### src/rtl/fabric_cfg_pkg.sv
// Shared constants, FSM state type and frame layout for the fabric tile configuration loader.
package fabric_cfg_pkg;

    localparam int CFG_W   = 108;
    localparam int MEM_W   = 4;
    localparam int FRAME_W = CFG_W + MEM_W;
    localparam int CNT_W   = $clog2(FRAME_W + 1);

    typedef enum logic [1:0] {
        IDLE   = 2'd0,
        LOAD   = 2'd1,
        CHECK  = 2'd2,
        COMMIT = 2'd3
    } state_t;

    // The frame arrives LSB first, so the LUT memory lands in the top bits of the shadow.
    typedef struct packed {
        logic [MEM_W-1:0] mem;
        logic [CFG_W-1:0] cfg;
    } frame_t;

endpackage

### src/rtl/cfg_shift_reg.sv
// Shadow register for an incoming configuration frame: LSB-first shifter, bit counter and running parity.
module cfg_shift_reg
    import fabric_cfg_pkg::*;
(
    input  logic               clk,
    input  logic               rst_n,
    input  logic               clear,
    input  logic               shift_en,
    input  logic               bit_in,
    output logic [FRAME_W-1:0] shadow,
    output logic               last_bit,
    output logic               parity
);

    logic [CNT_W-1:0] cnt;

    always_ff @(posedge clk) begin
        if (!rst_n) begin
            shadow <= '0;
            cnt    <= '0;
            parity <= 1'b0;
        end else if (clear) begin
            shadow <= '0;
            cnt    <= '0;
            parity <= 1'b0;
        end else if (shift_en) begin
            // A bit beyond the frame (the parity bit) only feeds the parity accumulator.
            if (cnt < CNT_W'(FRAME_W)) begin
                shadow <= {bit_in, shadow[FRAME_W-1:1]};
                cnt    <= cnt + 1'b1;
            end
            parity <= parity ^ bit_in;
        end
    end

    assign last_bit = (cnt == CNT_W'(FRAME_W - 1));

endmodule

### src/rtl/fabric_cfg_loader.sv
// Serial configuration loader for one fabric tile; commits a complete frame atomically.
// Optional frame parity check is built when CFG_PARITY_EN is defined.
module fabric_cfg_loader
    import fabric_cfg_pkg::*;
(
    input  logic             clk,
    input  logic             rst_n,
    input  logic             start,
    input  logic             abort,
    input  logic             bit_in,
    input  logic             bit_valid,
    output logic             bit_ready,
    output logic [CFG_W-1:0] cfg_out,
    output logic [MEM_W-1:0] mem_out,
    output logic             fabric_en,
    output logic             busy,
    output logic             done,
    output logic             err
);

    state_t             state;
    logic               have_cfg;
    logic               xfer;
    logic               clear;
    logic [FRAME_W-1:0] shadow;
    frame_t             shadow_f;
    logic               last_bit;
    logic               parity;

    // Abort outranks a coincident bit, so that bit is never consumed.
    assign xfer     = bit_valid && bit_ready && !abort;
    assign clear    = (state == IDLE) && start;
    assign shadow_f = frame_t'(shadow);

    cfg_shift_reg u_shift (
        .clk      (clk),
        .rst_n    (rst_n),
        .clear    (clear),
        .shift_en (xfer),
        .bit_in   (bit_in),
        .shadow   (shadow),
        .last_bit (last_bit),
        .parity   (parity)
    );

`ifdef CFG_PARITY_EN
    logic err_q;
    assign err = err_q;
`else
    logic unused_parity;
    assign unused_parity = parity;
    assign err = 1'b0;
`endif

    always_ff @(posedge clk) begin
        if (!rst_n) begin
            state     <= IDLE;
            cfg_out   <= '0;
            mem_out   <= '0;
            fabric_en <= 1'b0;
            busy      <= 1'b0;
            done      <= 1'b0;
            bit_ready <= 1'b0;
            have_cfg  <= 1'b0;
`ifdef CFG_PARITY_EN
            err_q     <= 1'b0;
`endif
        end else begin
            done <= 1'b0;
            case (state)
                IDLE: begin
                    if (start) begin
                        state     <= LOAD;
                        busy      <= 1'b1;
                        fabric_en <= 1'b0;
                        bit_ready <= 1'b1;
`ifdef CFG_PARITY_EN
                        err_q     <= 1'b0;
`endif
                    end
                end
                LOAD: begin
                    if (abort) begin
                        state     <= IDLE;
                        busy      <= 1'b0;
                        bit_ready <= 1'b0;
                        fabric_en <= have_cfg;
                    end else if (xfer && last_bit) begin
`ifdef CFG_PARITY_EN
                        state     <= CHECK;
`else
                        state     <= COMMIT;
                        bit_ready <= 1'b0;
`endif
                    end
                end
`ifdef CFG_PARITY_EN
                CHECK: begin
                    if (abort) begin
                        state     <= IDLE;
                        busy      <= 1'b0;
                        bit_ready <= 1'b0;
                        fabric_en <= have_cfg;
                    end else if (xfer) begin
                        bit_ready <= 1'b0;
                        // Even parity: frame bits plus parity bit must XOR to zero.
                        if ((parity ^ bit_in) == 1'b0) begin
                            state <= COMMIT;
                        end else begin
                            state     <= IDLE;
                            busy      <= 1'b0;
                            err_q     <= 1'b1;
                            fabric_en <= have_cfg;
                        end
                    end
                end
`endif
                COMMIT: begin
                    state     <= IDLE;
                    cfg_out   <= shadow_f.cfg;
                    mem_out   <= shadow_f.mem;
                    done      <= 1'b1;
                    fabric_en <= 1'b1;
                    have_cfg  <= 1'b1;
                    busy      <= 1'b0;
                    bit_ready <= 1'b0;
                end
                default: begin
                    state     <= IDLE;
                    busy      <= 1'b0;
                    bit_ready <= 1'b0;
                end
            endcase
        end
    end

endmodule
### config.mk
export PLATFORM = sky130hd
export DESIGN_NAME = fabric_cfg_loader
export DESIGN_NICKNAME = d
export VERILOG_FILES = /design/src/rtl/fabric_cfg_pkg.sv /design/src/rtl/cfg_shift_reg.sv /design/src/rtl/fabric_cfg_loader.sv
export SDC_FILE = /design/constraint.sdc
export NUM_CORES = 1
export LEC_CHECK = 0
export ABC_AREA = 1
export BUFFER_PORTS_ARGS = -buffer_cell sky130_fd_sc_hd__buf_2
export CAP_MARGIN = 10
export CELL_PAD_IN_SITES_DETAIL_PLACEMENT = 1
export CELL_PAD_IN_SITES_GLOBAL_PLACEMENT = 1
export CORE_UTILIZATION = 41
export DETAILED_ROUTE_END_ITERATION = 12
export HOLD_SLACK_MARGIN = 0.06
export MAX_ROUTING_LAYER = met4
export PLACE_DENSITY = 0.85
export SLEW_MARGIN = 30
export SYNTH_ARGS = -nofsm -noshare
export SYNTH_HDL_FRONTEND = slang
export SYNTH_SLANG_ARGS = --single-unit
### constraint.sdc
create_clock -name clk -period 1.3 [get_ports clk]
set_input_delay 0.13 -clock clk [delete_from_list [all_inputs] [get_ports clk]]
set_output_delay 0.13 -clock clk [all_outputs]
set_load 0.005 [all_outputs]
======== Yosys cells after proc, flatten, opt, wreduce, memory -nomap -nowiden ========
Cells that the tools add are included.
word-level totals
  memories ................................ 0
  input bits .............................. 6
  word-level logic and storage cells ...... 45
  output and inout bits ................... 117
  register bits ........................... 238
  ROM bits ................................ 0
  RAM bits ................................ 0
  latch bits .............................. 0
cells by class
  reduce and logical (&&, ||, !) cells .... 12
  order comparisons ....................... 1
  add/sub/neg operators ................... 1
  divide/modulo/power cells ............... 0
  mux-type cells .......................... 14
  eq/ne operators ......................... 6
  bitwise gates (word level) .............. 1
  shift operators ......................... 0
  multipliers ............................. 0
operators by type and width
  operator             count
  $add 7x1->7 const B  1
  $eq 7x7->1 const B   1
  $lt 7x7->1 const B   1
  $mux 1               7
  $mux 2               3
  $reduce_and 2->1     3
  $logic_and 1x1->1    4
  $ne 2x2->1 const B   2
  $pmux 1 s2           2
  $pmux 2 s2           1
  $ne 3x3->1 const B   1
  $pmux 1 s3           1
  $reduce_and 3->1     1
  $reduce_bool 3->1    1
  $eq 2x1->1 const B   1
  $eq 2x2->1 const B   1
  $logic_not 2->1      1
  $reduce_or 2->1      1
  $logic_not 1->1      1
  $not 1->1            1

======== Logic depth before layout (Yosys ltp) ========
  word-level depth ........................ 6
  mapped depth ............................ 9
  depth with buffers taken out ............ 9

======== Cells and area by module ========
A second synthesis with hierarchy kept.
second synthesis, totals
  cells, all modules ...................... 1065
  area total of the unflattened synthesis .. 8371.8 µm²
modules (own cells, without submodules)
  module             times used  area each (µm²)  seq. area each (µm²)  cells each
  cfg_shift_reg      1           4256.6           2402.3                541
  fabric_cfg_loader  1           4115.2           2382.3                524

======== Worst setup path before layout ========
OpenSTA, ideal clock, no wires.
  path type ............................... reg2reg
  start point ............................. register u_shift.cnt[4]
  end point ............................... register u_shift.shadow[103]
  setup slack ............................. 0.111 ns
  required time ........................... 1.184 ns
  data arrival time ....................... 1.073 ns
  library setup time ...................... 0.116 ns
  stages on the path, launching flop included .. 9
  period minus slack after synthesis ...... 1.189 ns
  buffers on the path ..................... 3
  cells stage by stage .................... dfxtp_1 > nand3_1 > nand2_1 > buf_6 > inv_4 > buf_6 > buf_6 > nor2_1 > nor2_1
between the ends
  longest elaborated chain between the ends .. 2
ends and longest elaborated chain
  element                            RTL line             source
  start: declaration                 cfg_shift_reg.sv:15  logic [CNT_W-1:0] cnt;
  start signal: assignment           cfg_shift_reg.sv:30  cnt <= cnt + 1'b1;
  $lt 7x7->1                         cfg_shift_reg.sv:28  if (cnt < CNT_W'(FRAME_W)) begin
  $reduce_and 2->1 (no source line)  -
  end signal: assignment             cfg_shift_reg.sv:29  shadow <= {bit_in, shadow[FRAME_W-1:1]};
  end: declaration                   cfg_shift_reg.sv:10  output logic [FRAME_W-1:0] shadow,
Every way passes these cells.
A chain may end at the register's enable or synchronous reset.

======== Worst setup path after layout ========
  start point ............................. register u_shift.cnt[4]
  end point ............................... register u_shift.shadow[68]
The elaborated chain is that of the path after synthesis.

==> metrics.txt <==
clock buffers created by TritonCTS 25; post-route setup slack -0.0708 ns; hold slack final 0.101 ns; cell-internal power 12.1 mW; Worst setup SP type flop; cell at the root of the clock tree sky130_fd_sc_hd__clkbuf_16; Max Transition Viols Final 0; net total in the final layout 1186; Synth Area in Simple Gates 22.8%; clock tree from TritonCTS done; via density per instance 5.04; CTS Sinks 238; number of standard cells after synthesis 1065; final instance area 10400 sq um; register cell area after layout 4780 sq um; peak supply drop 0.959 mV; maximum capacitance violations 0; Avg Synthesized Cell Area 7.85 sq um; sequential cell area fraction in the yosys report 57.0%; result of the run finished with violations; placer congestion estimate 0.815; Mapped Area 8360 sq um; number of fill cells 2405; worst-path maximum fanout 15; Post-Synth Adder-Cell Area 0.150%; detailed-route wire length per cell 16.0 microns; leak pwr 4.21 nW; Setup violations, final 68; area share of the largest cell type after synthesis 57.0%; share of cell area taken by muxes after synthesis 0%; XOR/XNOR Fraction of Synth Area 0%; required time at the worst-slack endpoint 1.71 ns; Clock Latency Late Sink 0.52 ns; Worst Skew 0.00810 ns; number of global-route vias before repair 7254; worst reg2reg path depth 6; Synth cell types 23; largest net degree at the start of global routing 69; share of cells above drive strength 1 19.1%; Arr. time, crit path 1.78 ns; power density relative to cell area 1490 nW/um^2; most area-consuming cells after synthesis sky130_fd_sc_hd__dfxtp_1, sky130_fd_sc_hd__nor2_1, sky130_fd_sc_hd__o21ai_0; sw frac 22.3%; number of diodes added for antenna fixing 0; sort of element at the end of the critical path flop; fraction of power consumed by the clock network 46.0%; initial antenna violation count 0; number of search-and-repair iterations in the first detailed-routing pass 4; type of the worst setup path flop to flop; total wire length 23.3 mm; HPWL after DPL 13.6 mm; register-to-register setup slack -0.07 ns; net count of the mapped netlist 1072; Fmax 0.729 GHz; area of the multi-input gates 3220 sq um; Vias 7337; Min-Delay Endpoint state[1]$_SDFFE_PN0P_; switching power 3.46 mW; final worst path period need 1.37 ns; number of levels in the clock H-tree 1; reg-to-reg critical path startpoint u_shift.cnt[4]$_SDFFE_PP0P_; share of the synthesized area in compound gates (AO/OA/AOI/OAI) 14.1%; post-place instance area 9290 sq um; peak-usage layer in the global routing report met2; global-route wire length before repair 35.6 mm; post-route DRC violation count 0; Min-Delay Path Class input pin to flop; count of input and output buffers 121; met2 Resource Use GR 37.3%; combinational share of power 5.7%; effective utilization at floorplan 42.4%; core area 19700 sq um; hold path depth 5; vertical extent of the die 145 microns; dominant combinational cell family by area after synthesis simple AND/OR/NAND/NOR gates; Yosys reg bits 238; clock input transition at the sequential cells of the worst setup and hold paths 0.06 ns; global-route usage over all layers 21.8%; setup repair after global routing missed its margin yes; r2r endpoint u_shift.shadow[68]$_SDFFE_PP0P_; sum of overflow across all layers after global routing 0; global routing met3 resource utilization 3.32%; final count of hold timing violations 0; met1 track utilization from global routing 26.1%; row cnt 51; area enclosed by the die boundary 21000 sq um; Synth area leader sky130_fd_sc_hd__dfxtp_1; register share of total power 48.3%; share of the cycle needed by the critical path after routing 105%; failing checks negative setup slack; I/O Pins 123; source of the worst hold timing path bit_valid; Warnings, synthesis 0; synthesis-to-layout area growth 24.4%; die extent in x 145 microns; starting DRC count in detailed routing 399; maximum buffer depth of the clock tree 3; antenna-violating nets left 0
==> state kept, by name, indices dropped and copies added, names as in the netlist <==
| signal | cells |
|---|---|
| have_cfg | 1 |
| u_shift.shadow | 112 |
| u_shift.cnt | 7 |
| mem_out | 4 |
| bit_ready | 1 |
| done | 1 |
| state | 2 |
| fabric_en | 1 |
| cfg_out | 108 |
| busy | 1 |
==> critical path, stage by stage (launching register included) <==
cell and delay, ns:
sky130_fd_sc_hd__dfxtp_2 0.39, sky130_fd_sc_hd__nand3_4 0.12, sky130_fd_sc_hd__nand2_4 0.18, sky130_fd_sc_hd__clkinv_8 0.15, sky130_fd_sc_hd__clkbuf_16 0.21, sky130_fd_sc_hd__nor2_1 0.12
sky130_fd_sc_hd__nor2_1 0.07
==> cell families after synthesis <==
kind of cell | Yosys count
fa+ha+maj | 1
buf+inv | 90
other cells | 1
flops | 238
compound gates | 236
simple gates | 499
==> power by group through the flow <==
stage               combinational (mW)  clock (mW)  sequential, mW
global route                     0.998        7.64            7.50
CTS                              0.809        7.28            7.49
floorplan                        0.564           0            7.63
global placement                 0.730           0            7.64
finish                           0.893        7.14            7.50
detailed placement               0.759           0            7.65
==> how the worst max path moves through the flow <==
stage / slack (ns) / startpoint / endpoint
floorplan: 0.11 / u_shift.cnt[4]$_SDFFE_PP0P_ / u_shift.shadow[103]$_SDFFE_PP0P_
global placement: -0.04 / bit_ready$_SDFFE_PN0P_ / u_shift.shadow[1]$_SDFFE_PP0P_
detailed placement: -0.13 / bit_ready$_SDFFE_PN0P_ / u_shift.shadow[1]$_SDFFE_PP0P_
CTS: -0.03 / bit_ready$_SDFFE_PN0P_ / u_shift.shadow[87]$_SDFFE_PP0P_
global route: -0.14 / bit_ready$_SDFFE_PN0P_ / u_shift.cnt[5]$_SDFFE_PP0P_
finish: -0.07 / u_shift.cnt[4]$_SDFFE_PP0P_ / u_shift.shadow[68]$_SDFFE_PP0P_
==> cells in the final DEF, fill, tap and decap left out, drive strengths merged, types with 7 or more instances in the layout <==
master,count
nor2,465
dfxtp,238
o21ai,229
buf,156
clkbuf,37
nand2,23
inv,14
nand3,8
a21oi,7
==> Yosys cell counts (all sizes together) <==
| cell type | count |
|---|---|
| a21oi | 7 |
| buf | 54 |
| clkbuf | 21 |
| conb | 1 |
| dfxtp | 238 |
| ha | 1 |
| inv | 15 |
| nand2 | 22 |
| nand3 | 8 |
| nand3b | 1 |
| nor2 | 465 |
| nor3 | 2 |
| o21ai | 229 |
| or2 | 1 |
==> metal layers <==
layer,vias up,part of all wire (%)
met5,-,0
met4,0,2.5
met1,3515,44
met3,44,3.8
li1,3631,-
met2,147,50
==> what timing repair did <==
action,CTS,global route
gates resized for setup,21,67
setup buffers,3,3
hold endpoints to repair,5,0
pin swaps,2,4
setup endpoints to repair,120,139
hold buffers,3,0
cloned,1,2
==> per-stage QoR <==
step | total power, mW | cells | utilization, % | TNS, ns | worst slack (ns)
3_5_place_dp | 8.41 | 1405 | 47.1 | -7.01 | -0.130
3_3_place_gp | 8.37 | 1405 | 47.1 | -1.54 | -0.0361
4_1_cts | 15.6 | 1451 | 51.8 | -0.0813 | -0.0279
5_1_grt | 16.1 | 1456 | 52.7 | -4.47 | -0.141
6_report | 15.5 | 1456 | 52.7 | -1.04 | -0.0708
2_1_floorplan | 8.19 | 1065 | - | 0 | 0.111
==> cell type report <==
cell class	instances	share of cell area, %
well taps	265	3.19
multi-input cells	738	30.9
inverters	15	0.722
clock buffers	35	6.76
clock inverters	4	0.951
flip-flops and latches	238	46.0
repair buffers	161	11.4
(Power assumes the default switching activity.)
